## src/rtl/pc_pkg.sv

```systemverilog
// ============================================================================
// pc_pkg : shared defaults and next-PC select encoding for the fetch sequencer
// Rev 1.0 : initial release
// ============================================================================
`default_nettype none

package pc_pkg;

  localparam int PC_AW        = 8;
  localparam int PC_RESET     = 0;
  localparam int PC_STRIDE    = 1;
  localparam int PC_RAS_DEPTH = 4;

  typedef enum logic [2:0] {
    SEL_SEQ,
    SEL_BRANCH,
    SEL_JUMP,
    SEL_CALL,
    SEL_RET
  } pc_sel_e;

endpackage : pc_pkg

`default_nettype wire

```

## src/rtl/pc_ras.sv

```systemverilog
// ============================================================================
// pc_ras : circular return-address stack; a push when full drops the oldest
// Rev 1.0 : initial release
// ============================================================================
`default_nettype none

module pc_ras
  import pc_pkg::*;
#(
  parameter int W     = PC_AW,
  parameter int DEPTH = PC_RAS_DEPTH
) (
  input  logic         clk,
  input  logic         rst,
  input  logic         push_i,
  input  logic         pop_i,
  input  logic [W-1:0] data_i,
  output logic [W-1:0] top_o,
  output logic         full_o,
  output logic         empty_o
);

  localparam int PW = $clog2(DEPTH);
  localparam logic [PW:0] c_DEPTH = (PW+1)'(DEPTH);

  logic [W-1:0]  mem_q [DEPTH];
  logic [PW-1:0] ptr_q, ptr_d;
  logic [PW:0]   cnt_q, cnt_d;
  logic          full_q, empty_q;

  always_comb begin
    ptr_d = ptr_q;
    cnt_d = cnt_q;
    if (push_i) begin
      // When full the pointer still advances, landing on the oldest entry.
      ptr_d = ptr_q + PW'(1);
      if (cnt_q != c_DEPTH) cnt_d = cnt_q + (PW+1)'(1);
    end else if (pop_i && (cnt_q != '0)) begin
      ptr_d = ptr_q - PW'(1);
      cnt_d = cnt_q - (PW+1)'(1);
    end
  end

  always_ff @(posedge clk) begin
    if (rst) begin
      ptr_q   <= '0;
      cnt_q   <= '0;
      full_q  <= 1'b0;
      empty_q <= 1'b1;
    end else begin
      ptr_q   <= ptr_d;
      cnt_q   <= cnt_d;
      full_q  <= (cnt_d == c_DEPTH);
      empty_q <= (cnt_d == '0);
    end
  end

  always_ff @(posedge clk) begin
    if (push_i) mem_q[ptr_d] <= data_i;
  end

  assign top_o   = mem_q[ptr_q];
  assign full_o  = full_q;
  assign empty_o = empty_q;

endmodule : pc_ras

`default_nettype wire

```

## src/rtl/pc_seq.sv

```systemverilog
// ============================================================================
// pc_seq : program-counter sequencer with jump, branch and call/return via RAS
// Rev 1.0 : initial release; optional sticky fault flag under PC_FAULT_EN
// ============================================================================
`default_nettype none

module pc_seq
  import pc_pkg::*;
#(
  parameter int              AW        = PC_AW,
  parameter logic [AW-1:0]   RESET_PC  = AW'(PC_RESET),
  parameter int              STRIDE    = PC_STRIDE,
  parameter int              RAS_DEPTH = PC_RAS_DEPTH
) (
  input  logic          clk,
  input  logic          rst,
  input  logic          busy,
  input  logic          jump_flag,
  input  logic [AW-1:0] jump_addr,
  input  logic          branch_flag,
  input  logic [AW-1:0] branch_off,
  input  logic          call_flag,
  input  logic          ret_flag,
  output logic [AW-1:0] pc_out,
  output logic          ras_full,
  output logic          ras_empty
`ifdef PC_FAULT_EN
  ,
  output logic          fault
`endif
);

  localparam logic [AW-1:0] c_STRIDE = AW'(STRIDE);

  logic [AW-1:0] pc_q, pc_d;
  logic [AW-1:0] seq_pc;
  logic [AW-1:0] ras_top;
  logic          ras_full_w, ras_empty_w;
  logic          push, pop;
  pc_sel_e       sel;

  assign seq_pc = pc_q + c_STRIDE;

  // A return on an empty stack degrades to a sequential advance.
  always_comb begin
    sel = SEL_SEQ;
    if (ret_flag) begin
      if (!ras_empty_w) sel = SEL_RET;
    end else if (call_flag) begin
      sel = SEL_CALL;
    end else if (jump_flag) begin
      sel = SEL_JUMP;
    end else if (branch_flag) begin
      sel = SEL_BRANCH;
    end
  end

  always_comb begin
    pc_d = seq_pc;
    unique case (sel)
      SEL_RET:    pc_d = ras_top;
      SEL_CALL:   pc_d = jump_addr;
      SEL_JUMP:   pc_d = jump_addr;
      SEL_BRANCH: pc_d = pc_q + branch_off;
      default:    pc_d = seq_pc;
    endcase
  end

  assign push = !busy && (sel == SEL_CALL);
  assign pop  = !busy && (sel == SEL_RET);

  always_ff @(posedge clk) begin
    if (rst)        pc_q <= RESET_PC;
    else if (!busy) pc_q <= pc_d;
  end

  pc_ras #(
    .W     (AW),
    .DEPTH (RAS_DEPTH)
  ) u_ras (
    .clk     (clk),
    .rst     (rst),
    .push_i  (push),
    .pop_i   (pop),
    .data_i  (seq_pc),
    .top_o   (ras_top),
    .full_o  (ras_full_w),
    .empty_o (ras_empty_w)
  );

`ifdef PC_FAULT_EN
  logic fault_q;

  always_ff @(posedge clk) begin
    if (rst) begin
      fault_q <= 1'b0;
    end else if (!busy) begin
      if ((push && ras_full_w) || (ret_flag && ras_empty_w)) fault_q <= 1'b1;
    end
  end

  assign fault = fault_q;
`endif

  assign pc_out    = pc_q;
  assign ras_full  = ras_full_w;
  assign ras_empty = ras_empty_w;

endmodule : pc_seq

`default_nettype wire

```

## config.mk

```make
export PLATFORM = sky130hd
export DESIGN_NAME = pc_seq
export DESIGN_NICKNAME = d
export VERILOG_FILES = /design/src/rtl/pc_pkg.sv /design/src/rtl/pc_ras.sv /design/src/rtl/pc_seq.sv
export SDC_FILE = /design/constraint.sdc
export NUM_CORES = 1
export LEC_CHECK = 0
export ABC_AREA = 1
export BUFFER_PORTS_ARGS = -buffer_cell sky130_fd_sc_hd__clkbuf_2
export CORE_ASPECT_RATIO = 0.5
export CORE_MARGIN = 2
export CORE_UTILIZATION = 30
export DETAILED_ROUTE_END_ITERATION = 16
export HOLD_SLACK_MARGIN = 0.08
export PLACE_DENSITY = 0.59
export SETUP_SLACK_MARGIN = 0.05
export SLEW_MARGIN = 10
export SYNTH_ARGS = -nofsm -noshare
export SYNTH_HDL_FRONTEND = slang
export SYNTH_SLANG_ARGS = --single-unit
```

## constraint.sdc

```tcl
create_clock -name clk -period 1.9 [get_ports clk]
set_input_delay 0.095 -clock clk [delete_from_list [all_inputs] [get_ports clk]]
set_output_delay 0.095 -clock clk [all_outputs]
set_load 0.02 [all_outputs]
```

### Yosys cells after proc, flatten, opt, wreduce, memory -nomap -nowiden

Memory sizes are Yosys's and may differ from the RTL's. A register that Yosys moved wholly into a read port is not among the register bits.
Cells that the tools add are included.

* $add $sub $neg: 6
* $mul: 0
* div/mod/pow operators: 0
* $lt $le $gt $ge: 0
* eq/ne operators: 6
* shift-type cells: 0
* muxes and demuxes: 14
* bitwise logic cells: 0
* reductions and logical operators: 7

Operators with widths (count)
* 8-bit one-hot mux with 3 select lines: 1
* 3-bit two-way mux: 5
* 2-bit two-way mux: 5
* 8-bit by 1-bit adder with 8-bit output, second input constant: 1
* 8-bit adder: 1
* 3-bit by 2-bit equality test with 1-bit output, second input constant: 2
* 3-bit equality test, second input constant: 2
* 3-bit by 1-bit adder with 3-bit output, second input constant: 1
* 3-bit by 1-bit equality test with 1-bit output, second input constant: 1
* 1-bit logical AND: 3
* 3-bit logical NOT: 1
* 1-bit two-way mux: 3
* 3-bit != test, second input constant: 1
* 3-bit nonzero test: 1
* 3-bit by 1-bit subtractor with 3-bit output, second input constant: 1
* 2-bit by 1-bit adder with 2-bit output, second input constant: 1
* 2-bit OR reduction: 1
* 2-bit by 1-bit subtractor with 2-bit output, second input constant: 1
* 1-bit logical NOT: 1

* register bits: 15
* bits in latches: 0
* RAM bits: 32
* memory bits (read-only): 0
* input port bits: 23
* output and inout bits: 10
* word-level logic and storage cells: 39
* memories kept: 1

Memory list
* u_ras.mem_q: words 4, bits a word 8, read ports 1, clocked after Yosys merged registers in 1, wr ports 1, RTL line pc_ras.sv:26 `logic [W-1:0] mem_q [DEPTH];`

### Depth between registers and ports, before layout

Gate-level depths: netlist of run 1.

* depth in word-level cells: 10
* mapped depth: 11
* depth with buffers taken out: 11

### Modules after synthesis

From an unflattened synthesis of run 1, not the netlist that was laid out.

* cell total of the unflattened synthesis: 293
* area total of the unflattened synthesis: 2573.7 um^2

Modules (own cells, without submodules)
* pc_ras: times used 1, cells each 138, area an instance 1635.3 um^2, sequential area each 1101.1 um^2
* pc_seq: times used 1, cells each 155, area an instance 938.4 um^2, sequential area each 160.2 um^2

### Worst setup path after synthesis of run 1

Ideal clock, no wire load.

* path type: flip-flop to flip-flop
* start point: register u_ras.cnt_q[0]
* end point: memory u_ras.mem_q[1][0] (netlist name) (enable)
* library setup time: 324 ps
* data arrival time: 1502 ps
* required time: 1576 ps
* path slack: 74 ps
* stages on the path, launching flop included: 9
* path buffers: 0
* period minus slack after synthesis: 1826 ps
* path through: dfxtp_1 -> inv_1 -> ha_1 -> nand2_1 -> nand3_2 -> o21ai_2 -> xor2_2 -> nand3_1 -> inv_1

* longest elaborated chain between the ends: 4

Ends and longest elaborated chain
* from (decl): RTL line pc_ras.sv:28 `logic [PW:0] cnt_q, cnt_d;`
* from (signal assigned): RTL line pc_ras.sv:52 `cnt_q <= cnt_d;`
* 3-bit nonzero test: RTL line pc_ras.sv:38 `end else if (pop_i && (cnt_q != '0)) begin`
* 1-bit logical AND: RTL line pc_ras.sv:38
* 2-bit two-way mux: RTL line pc_ras.sv:38
* 2-bit two-way mux: RTL line pc_ras.sv:34 `if (push_i) begin`
* to (decl): RTL line pc_ras.sv:26

Every way passes these cells.

### Worst setup path in the final report of run 1

* start point: register pc_q[0] (netlist: pc_out[0])
* end point: register pc_q[4] (netlist: pc_out[4])

* longest elaborated chain between the ends: 2
* elaborated cells between the ends (all ways): 3
* classes of those cells: add/sub: 2; mux: 1

Ends and longest elaborated chain
* from (decl): RTL line pc_seq.sv:35 `logic [AW-1:0] pc_q, pc_d;`
* from (signal assigned): RTL line pc_seq.sv:74 `else if (!busy) pc_q <= pc_d;`
* 8-bit by 1-bit adder with 8-bit output / 8-bit adder (equally long branches): RTL line pc_seq.sv:42, pc_seq.sv:64
* 8-bit one-hot mux with 3 select lines (*): RTL line pc_seq.sv:60 `unique case (sel)`

Mark *: on every way between the ends. The rest lies on a longest branch, timed or not.
A chain may end at the register's enable or synchronous reset.

==> results.py, run 1 <==
metrics = {
    "critical_path": {
        "crit_start": "pc_out[0]",
        "criticalPathCategory": "flop to flop",
        "start_kind": "flop",
        "cp-end-kind": "flop",
        "r2r_end": "pc_out[4]",
        "r2r_slack_ns": 0.14,
        "crit_fanout": 3,
        "worstPathRequired_ns": 2.09,
        "r2r_start": "pc_out[0]",
        "cp_cell_sequence": "ha_1 -> fa_1 -> nand3_1 -> nand2_1 -> or2_2 -> a31oi_1 -> nand3_1 -> nand2_1 -> inv_1",
        "max_stage_delay_ns": 0.40,
        "crit_path_end": "pc_out[4]",
        "cpMaxStageDelayCell": "fa_1",
        "worstRegToRegCells": 9,
        "cp.arrival_ns": 1.95,
    },
    "power": {
        "power_per_cell_area_nw_per_um2": 831,
        "p_leak_nw": 1.45,
        "peakVddDrop_mv": 0.427,
    },
    "drt": {
        "drc": 0,
        "routed_wl_microns": 6180,
        "ant_nets": 0,
        "wire_per_inst_microns": 13.0,
        "via_per_inst": 4.47,
        "num_vias": 2124,
        "drtIter0Drc": 123,
        "dr.pass1.iters": 4,
    },
    "synthesis": {
        "yosys_warnings": 0,
        "synth_nets": 344,
        "ys_seq_elements": 47,
        "syn_inst": 309,
        "synth_edf_count": 32,
        "syn_area_per_cell_sq_um": 8.54,
        "seq_area_frac_synth_pct": 47.8,
        "async_flop_share_pct": 0,
        "yosysUniqueCellTypes": 31,
        "synth_ff_type": "edfxtp_1",
        "syn-cell-area_sq_um": 2640,
    },
    "sta": {
        "setup_slack_ns": 0.139,
        "slew_viol_final": 0,
        "tns_ns": 0,
        "final-setup-viol-count": 0,
        "relSlewSlack_pct": 68.2,
        "hold_viol": 0,
        "finalClockSkew_ns": 0.00326,
        "fin_crit_sh_pct": 92.7,
        "tightest_slew_ns": 0.476,
        "clock.fmax_mhz": 568,
        "grt_setup_unrepaired": "no",
        "post-route-min-period_ns": 1.76,
    },
    "finish": {
        "drive_gt1_share_pct": 24.0,
        "multi_input_comb_area_sq_um": 1190,
        "nFillCells": 900,
        "register_area_sq_um": 1260,
        "antenna_cells": 0,
        "nets": 392,
        "syn2layout_area_growth_pct": 22.1,
    },
    "global_routing": {
        "antenna_found_initial": 0,
        "grt_pass1_vias": 2042,
        "grtUsageTotal_pct": 13.6,
        "grt_max_degree": 18,
        "grt_pass1_wl_microns": 10100,
        "overflow": 0,
    },
    "clocking": {
        "cts_buffers": 5,
        "clock_latency_ns": 0.29,
        "clkTransAtPathRegs_ns": 0.07,
        "clk_path_buf_depth": 2,
        "cts.sinks": 47,
        "cts_root_buffer": "clkbuf_16",
        "cts_tree": "yes",
        "htree_levels": 2,
    },
    "die": {
        "core_sq_um": 8620,
        "num_rows": 24,
        "dieArea_sq_um": 9610,
        "die_h_microns": 70.3,
        "chipWidth_microns": 137,
        "initial_core_util_pct": 30.6,
        "pin_count": 33,
    },
    "place": {
        "gp_congestion": 0.804,
        "dp_hpwl_microns": 4710,
        "io_buffers": 32,
        "pre_cts_slack_ns": 0.0638,
    },
    "run_status": {
        "status": "completed",
    },
    "flow_run": {
        "maxCapViolCount": 0,
    },
    "hold_path": {
        "hold_class": "input pin to flop",
        "min_path_cells": 2,
    },
}
## area by class of cell
type,instances,area share [%]
Sequential cell,47,39.2
Clock inverter,2,1.20
Inverter,40,4.66
Clock buffer,6,4.31
Multi-Input combinational cell,214,36.8
Tap cell,117,4.54
Timing Repair Buffer,49,9.31
## synth_stat cells (2+ instances only)
cell	instances	share of area (%)
a21oi_1	13	2.5
clkbuf_1	2	0.28
dfxtp_1	15	11
buf_6	2	0.85
a21oi_2	3	1.0
o22ai_1	3	0.71
o211ai_1	4	1.1
xor2_1	9	3.0
nor3_4	2	1.2
nand3_2	2	0.76
buf_4	2	0.57
nand2_1	85	12
inv_1	32	4.5
xor2_2	2	1.2
ha_1	11	5.2
buf_2	2	0.38
nor2_1	24	3.4
o21ai_0	11	2.1
inv_2	8	1.1
or2_2	2	0.47
a31oi_1	3	0.71
edfxtp_1	32	36
o21ai_1	6	1.1
nand3_1	27	5.1
## worst max-delay path, delay by kind of cell (launching register included)
| kind | cells | cell delay [ns] |
|---|---|---|
| AOI/OAI and AO/OA | 1 | 0.13 |
| adders and majority gates | 2 | 0.61 |
| buffers and inverters | 1 | 0.03 |
| DFF | 1 | 0.31 |
| and+or+nand+nor | 5 | 0.57 |
## layout by cell type (no fill, tap or decap), drive strengths merged
| cell type | netlist | final |
|---|---|---|
| bufinv | 0 | 1 |
| o211ai | 4 | 4 |
| dfxtp | 15 | 15 |
| buf | 6 | 17 |
| edfxtp | 32 | 32 |
| nor2 | 26 | 26 |
| nor3 | 2 | 2 |
| nand2 | 86 | 86 |
| o22ai | 3 | 3 |
| inv | 40 | 41 |
| xor2 | 11 | 11 |
| nand3 | 29 | 29 |
| nand4 | 1 | 1 |
| clkbuf | 2 | 38 |
| ha | 11 | 11 |
| a21oi | 16 | 16 |
| fa | 1 | 1 |
| o21ai | 18 | 18 |
| or2 | 3 | 3 |
| a31oi | 3 | 3 |
## kinds of logic after synthesis
kind of cell,after synthesis,share of synthesized area [%]
and+or+nand+nor,147,24.7
buffers and inverters,48,7.77
DFF,47,47.8
AOI/OAI and AO/OA,44,9.57
adders and majority gates,12,5.97
xor gates and xnor gates,11,4.22
## routing by layer
metal | vias to the layer above | part of all wire (%) | GRT usage (%)
met5 | - | 0 | 0
met4 | 0 | 0.74 | 3.13
met3 | 4 | 2.4 | 2.40
met2 | 26 | 44 | 21.2
met1 | 978 | 52 | 19.6
li1 | 1116 | - | -
## where the power goes
part	total [mW]	switching, mW	internal, mW
sequential	1.17	0.0285	1.14
clock	1.05	0.392	0.662
combinational	0.459	0.287	0.172
total	2.68	0.707	1.97
## timing repair
action,CTS,global route
hold buffers,0,0
setup endpoints to repair,0,16
hold endpoints to repair,0,0
resized for setup,0,6
setup buffers,0,1
## worst min-delay path by stage
| stage | from | slack (ns) | end |
|---|---|---|---|
| floorplan | busy | 0.27 | pc_out[3] |
| global placement | rst | 0.42 | u_ras.cnt_q[1] |
| detailed placement | rst | 0.42 | u_ras.ptr_q[0] |
| CTS | rst | 0.11 | u_ras.ptr_q[0] |
| global route | rst | 0.14 | u_ras.ptr_q[0] |
| finish | rst | 0.11 | u_ras.cnt_q[1] |
## sequential cells by signal, indices dropped and copies added (netlist names)
name and cells:
u_ras.empty_o 1, u_ras.cnt_q 3, u_ras.mem_q 32, u_ras.ptr_q 2, u_ras.full_o 1, pc_out 8
## per-stage QoR
stage / util [%] / hold slack, ns / power, mW / area [sq um] / instances
after floorplan: - / 0.269 / 1.49 / 2640 / 309
after global placement: 35.1 / 0.418 / 1.64 / 3020 / 466
after detailed placement: 35.1 / 0.416 / 1.64 / 3020 / 466
after CTS: 37.2 / 0.111 / 2.69 / 3200 / 474
after global routing: 37.4 / 0.139 / 2.79 / 3220 / 475
final: 37.4 / 0.108 / 2.68 / 3220 / 475
Power figures use the tool's default switching activity.
==> run 2, diff against run 1 <==
- PLACE_DENSITY: 0.59 -> 0.6
- SYNTH_HIERARCHICAL: not set -> 1
==> run 2 against run 1 <==
- critical path depth did not move
- sequential power is essentially flat
- power is 11% lower
- first-iteration DRC count rose by 1.6%
- flip-flop and latch count unchanged
- sequential share of layout area increased by 1.3 points
- worst setup slack improved by 0.11 ns
- cell count is 4.2% lower
- maximum frequency rose by 6.4%
- largest power group unchanged
==> results.py, run 2 <==
metrics = {
    "critical_path": {
        "r2r_start": "pc_out[0]",
        "cp-end-kind": "flop",
        "crit_fanout": 2,
        "criticalPathCategory": "flop to flop",
        "worstPathRequired_ns": 2.07,
        "r2r_end": "pc_out[4]",
        "cp.arrival_ns": 1.83,
        "r2r_slack_ns": 0.25,
        "worstRegToRegCells": 9,
        "start_kind": "flop",
    },
    "die": {
        "initial_core_util_pct": 31.5,
        "core_sq_um": 8170,
        "dieArea_sq_um": 9380,
        "num_rows": 23,
        "pin_count": 33,
        "chipWidth_microns": 135,
        "die_h_microns": 69.5,
    },
    "finish": {
        "syn2layout_area_growth_pct": 20.9,
        "final_area_sq_um": 3110,
        "layout_common_cells": "nand2_1 (68), nand3_1 (41), clkbuf_2 (32), edfxtp_1 (32), inv_1 (27)",
        "antenna_cells": 0,
        "nets": 377,
        "drive_gt1_share_pct": 20.4,
        "final_common_cell": "nand2_1",
        "largest-register": "u_ras/mem_q",
        "instances_no_fill": 455,
        "largest_reg_flops": 32,
    },
    "synthesis": {
        "syn_inst": 293,
        "ys_seq_elements": 47,
        "synth_ff_type": "edfxtp_1",
        "syn-cell-area_sq_um": 2570,
        "synth_common_cells": "nand2_1 (68), nand3_1 (41), edfxtp_1 (32)",
        "synth_nets": 328,
        "syn_area_per_cell_sq_um": 8.78,
        "yosys.area.top_type_share_pct": 37.3,
        "yosys_warnings": 6,
        "yosysMostFrequentCell": "nand2_1",
        "async_flop_share_pct": 0,
        "synth_edf_count": 32,
        "netlist_top_cells_area": "edfxtp_1 (37%), dfxtp_1 (12%), nand2_1 (9.9%), nand3_1 (8.0%), ha_1 (5.3%)",
        "synth_top_area_cell": "edfxtp_1",
        "yosysUniqueCellTypes": 30,
        "seq_area_frac_synth_pct": 49.0,
    },
    "clocking": {
        "cts_buffers": 5,
        "post_cts_resized": 0,
        "clkTransAtPathRegs_ns": 0.06,
        "cts_root_buffer": "clkbuf_16",
        "clock_latency_ns": 0.28,
        "htree_levels": 2,
        "cts_setup_buffers": 0,
        "clk_path_buf_depth": 2,
        "ctsHoldBuffers": 0,
        "cts.sinks": 47,
        "cts_tree": "yes",
    },
    "place": {
        "io_buffers": 32,
        "dp_hpwl_microns": 4500,
        "gp_congestion": 0.789,
        "pre_cts_slack_ns": 0.254,
        "dp_cells": 447,
        "placed_area_sq_um": 2970,
    },
    "sta": {
        "finalClockSkew_ns": 0.00217,
        "tightest_slew_ns": 0.551,
        "relSlewSlack_pct": 63.1,
        "hold_viol": 0,
        "fin_crit_sh_pct": 87.0,
        "clock.fmax_mhz": 605,
        "grt_setup_unrepaired": "no",
        "slew_viol_final": 0,
        "tns_ns": 0,
        "setup_slack_ns": 0.246,
        "final-setup-viol-count": 0,
        "post-route-min-period_ns": 1.65,
    },
    "hold_path": {
        "hp-start": "rst",
        "min_to": "u_ras/cnt_q[0]",
        "hold_class": "input pin to flop",
        "min_path_cells": 2,
    },
    "power": {
        "power_per_cell_area_nw_per_um2": 766,
        "p_leak_nw": 1.35,
        "finalPower_mw": 2.38,
        "peakVddDrop_mv": 0.361,
    },
    "drt": {
        "drtIter0Drc": 125,
        "num_vias": 2148,
        "wire_per_inst_microns": 13.2,
        "drc": 0,
        "dr.pass1.iters": 4,
        "ant_nets": 0,
        "routed_wl_microns": 6020,
        "via_per_inst": 4.72,
    },
    "global_routing": {
        "grtUsageTotal_pct": 13.7,
        "antenna_found_initial": 0,
        "grt_pass1_vias": 2119,
        "overflow": 0,
        "grt_pass1_wl_microns": 10200,
        "grt_max_degree": 18,
    },
    "run_status": {
        "status": "completed",
    },
    "flow_run": {
        "maxCapViolCount": 0,
    },
}
run 2: cell count changes in the layout (fill, tap and decap cells not counted), sizes merged, moves of 6 or more:
| cell | before | now |
|---|---|---|
| inv | 41 | 30 |
| o21ai | 18 | 10 |
| a22oi | 0 | 7 |
| nand2 | 86 | 74 |
| nand3 | 29 | 41 |
| nor3 | 2 | 8 |
run 2: cell families after synthesis:
family,Yosys count,synth area share [%]
DFF,47,49.0
and+or+nand+nor,155,28.4
xor gates and xnor gates,7,2.38
adders and majority gates,12,6.13
buffers and inverters,36,5.88
AOI/OAI and AO/OA,36,8.17
run 2: through the flow:
step | hold WS (ns) | util [%]
6_report | 0.0795 | 38.1
5_1_grt | 0.0931 | 38.1
4_1_cts | 0.0806 | 38.1
3_5_place_dp | 0.375 | 36.3
3_3_place_gp | 0.370 | 36.3
2_1_floorplan | 0.166 | -
run 2: power breakdown:
part	switching [mW]	leakage [nW]	internal (mW)
logic	0.231	0.860	0.140
clock network	0.337	0.0716	0.519
registers	0.0263	0.415	1.13
total	0.594	1.35	1.79
run 2: metal layers:
layer / track usage, % / routed length, microns / part of all wire [%] / vias to the layer above
met4: 3.70 / 52 / 0.86 / 0
li1: - / - / - / 1102
met2: 22.5 / 2820 / 47 / 29
met3: 1.75 / 126 / 2.1 / 6
met5: 0 / 0 / 0 / -
met1: 19.0 / 3020 / 50 / 1011
run 2: worst max-delay path by stage:
| stage | start | to | slack (ns) | cells after the start |
|---|---|---|---|---|
| after floorplan | busy | u_ras/mem_q[0][0] | 0.15 | 3 |
| after global placement | pc_out[0] | pc_out[4] | 0.27 | 9 |
| after detailed placement | pc_out[0] | pc_out[4] | 0.25 | 9 |
| after CTS | pc_out[0] | pc_out[4] | 0.24 | 9 |
| after global routing | pc_out[0] | pc_out[4] | 0.07 | 9 |
| final | pc_out[0] | pc_out[4] | 0.25 | 9 |
run 2: worst max-delay path, stage by stage (launching register included):
cell,delay (ns)
dfxtp_1,0.31
ha_1,0.20
fa_1,0.38
nand2_1,0.10
nand2_1,0.07
and2_1,0.14
o21ai_0,0.13
a21oi_1,0.06
nor2_1,0.10
nor2_1,0.04
run 2: layout make-up:
cell class	instances	area [sq um]
clock buffer	7	143
clock inverter	1	3.75
fill	881	5060
inverter	31	130
multi-input combinational	210	1160
sequential	47	1260
tap	112	140
timing repair buffer	47	273
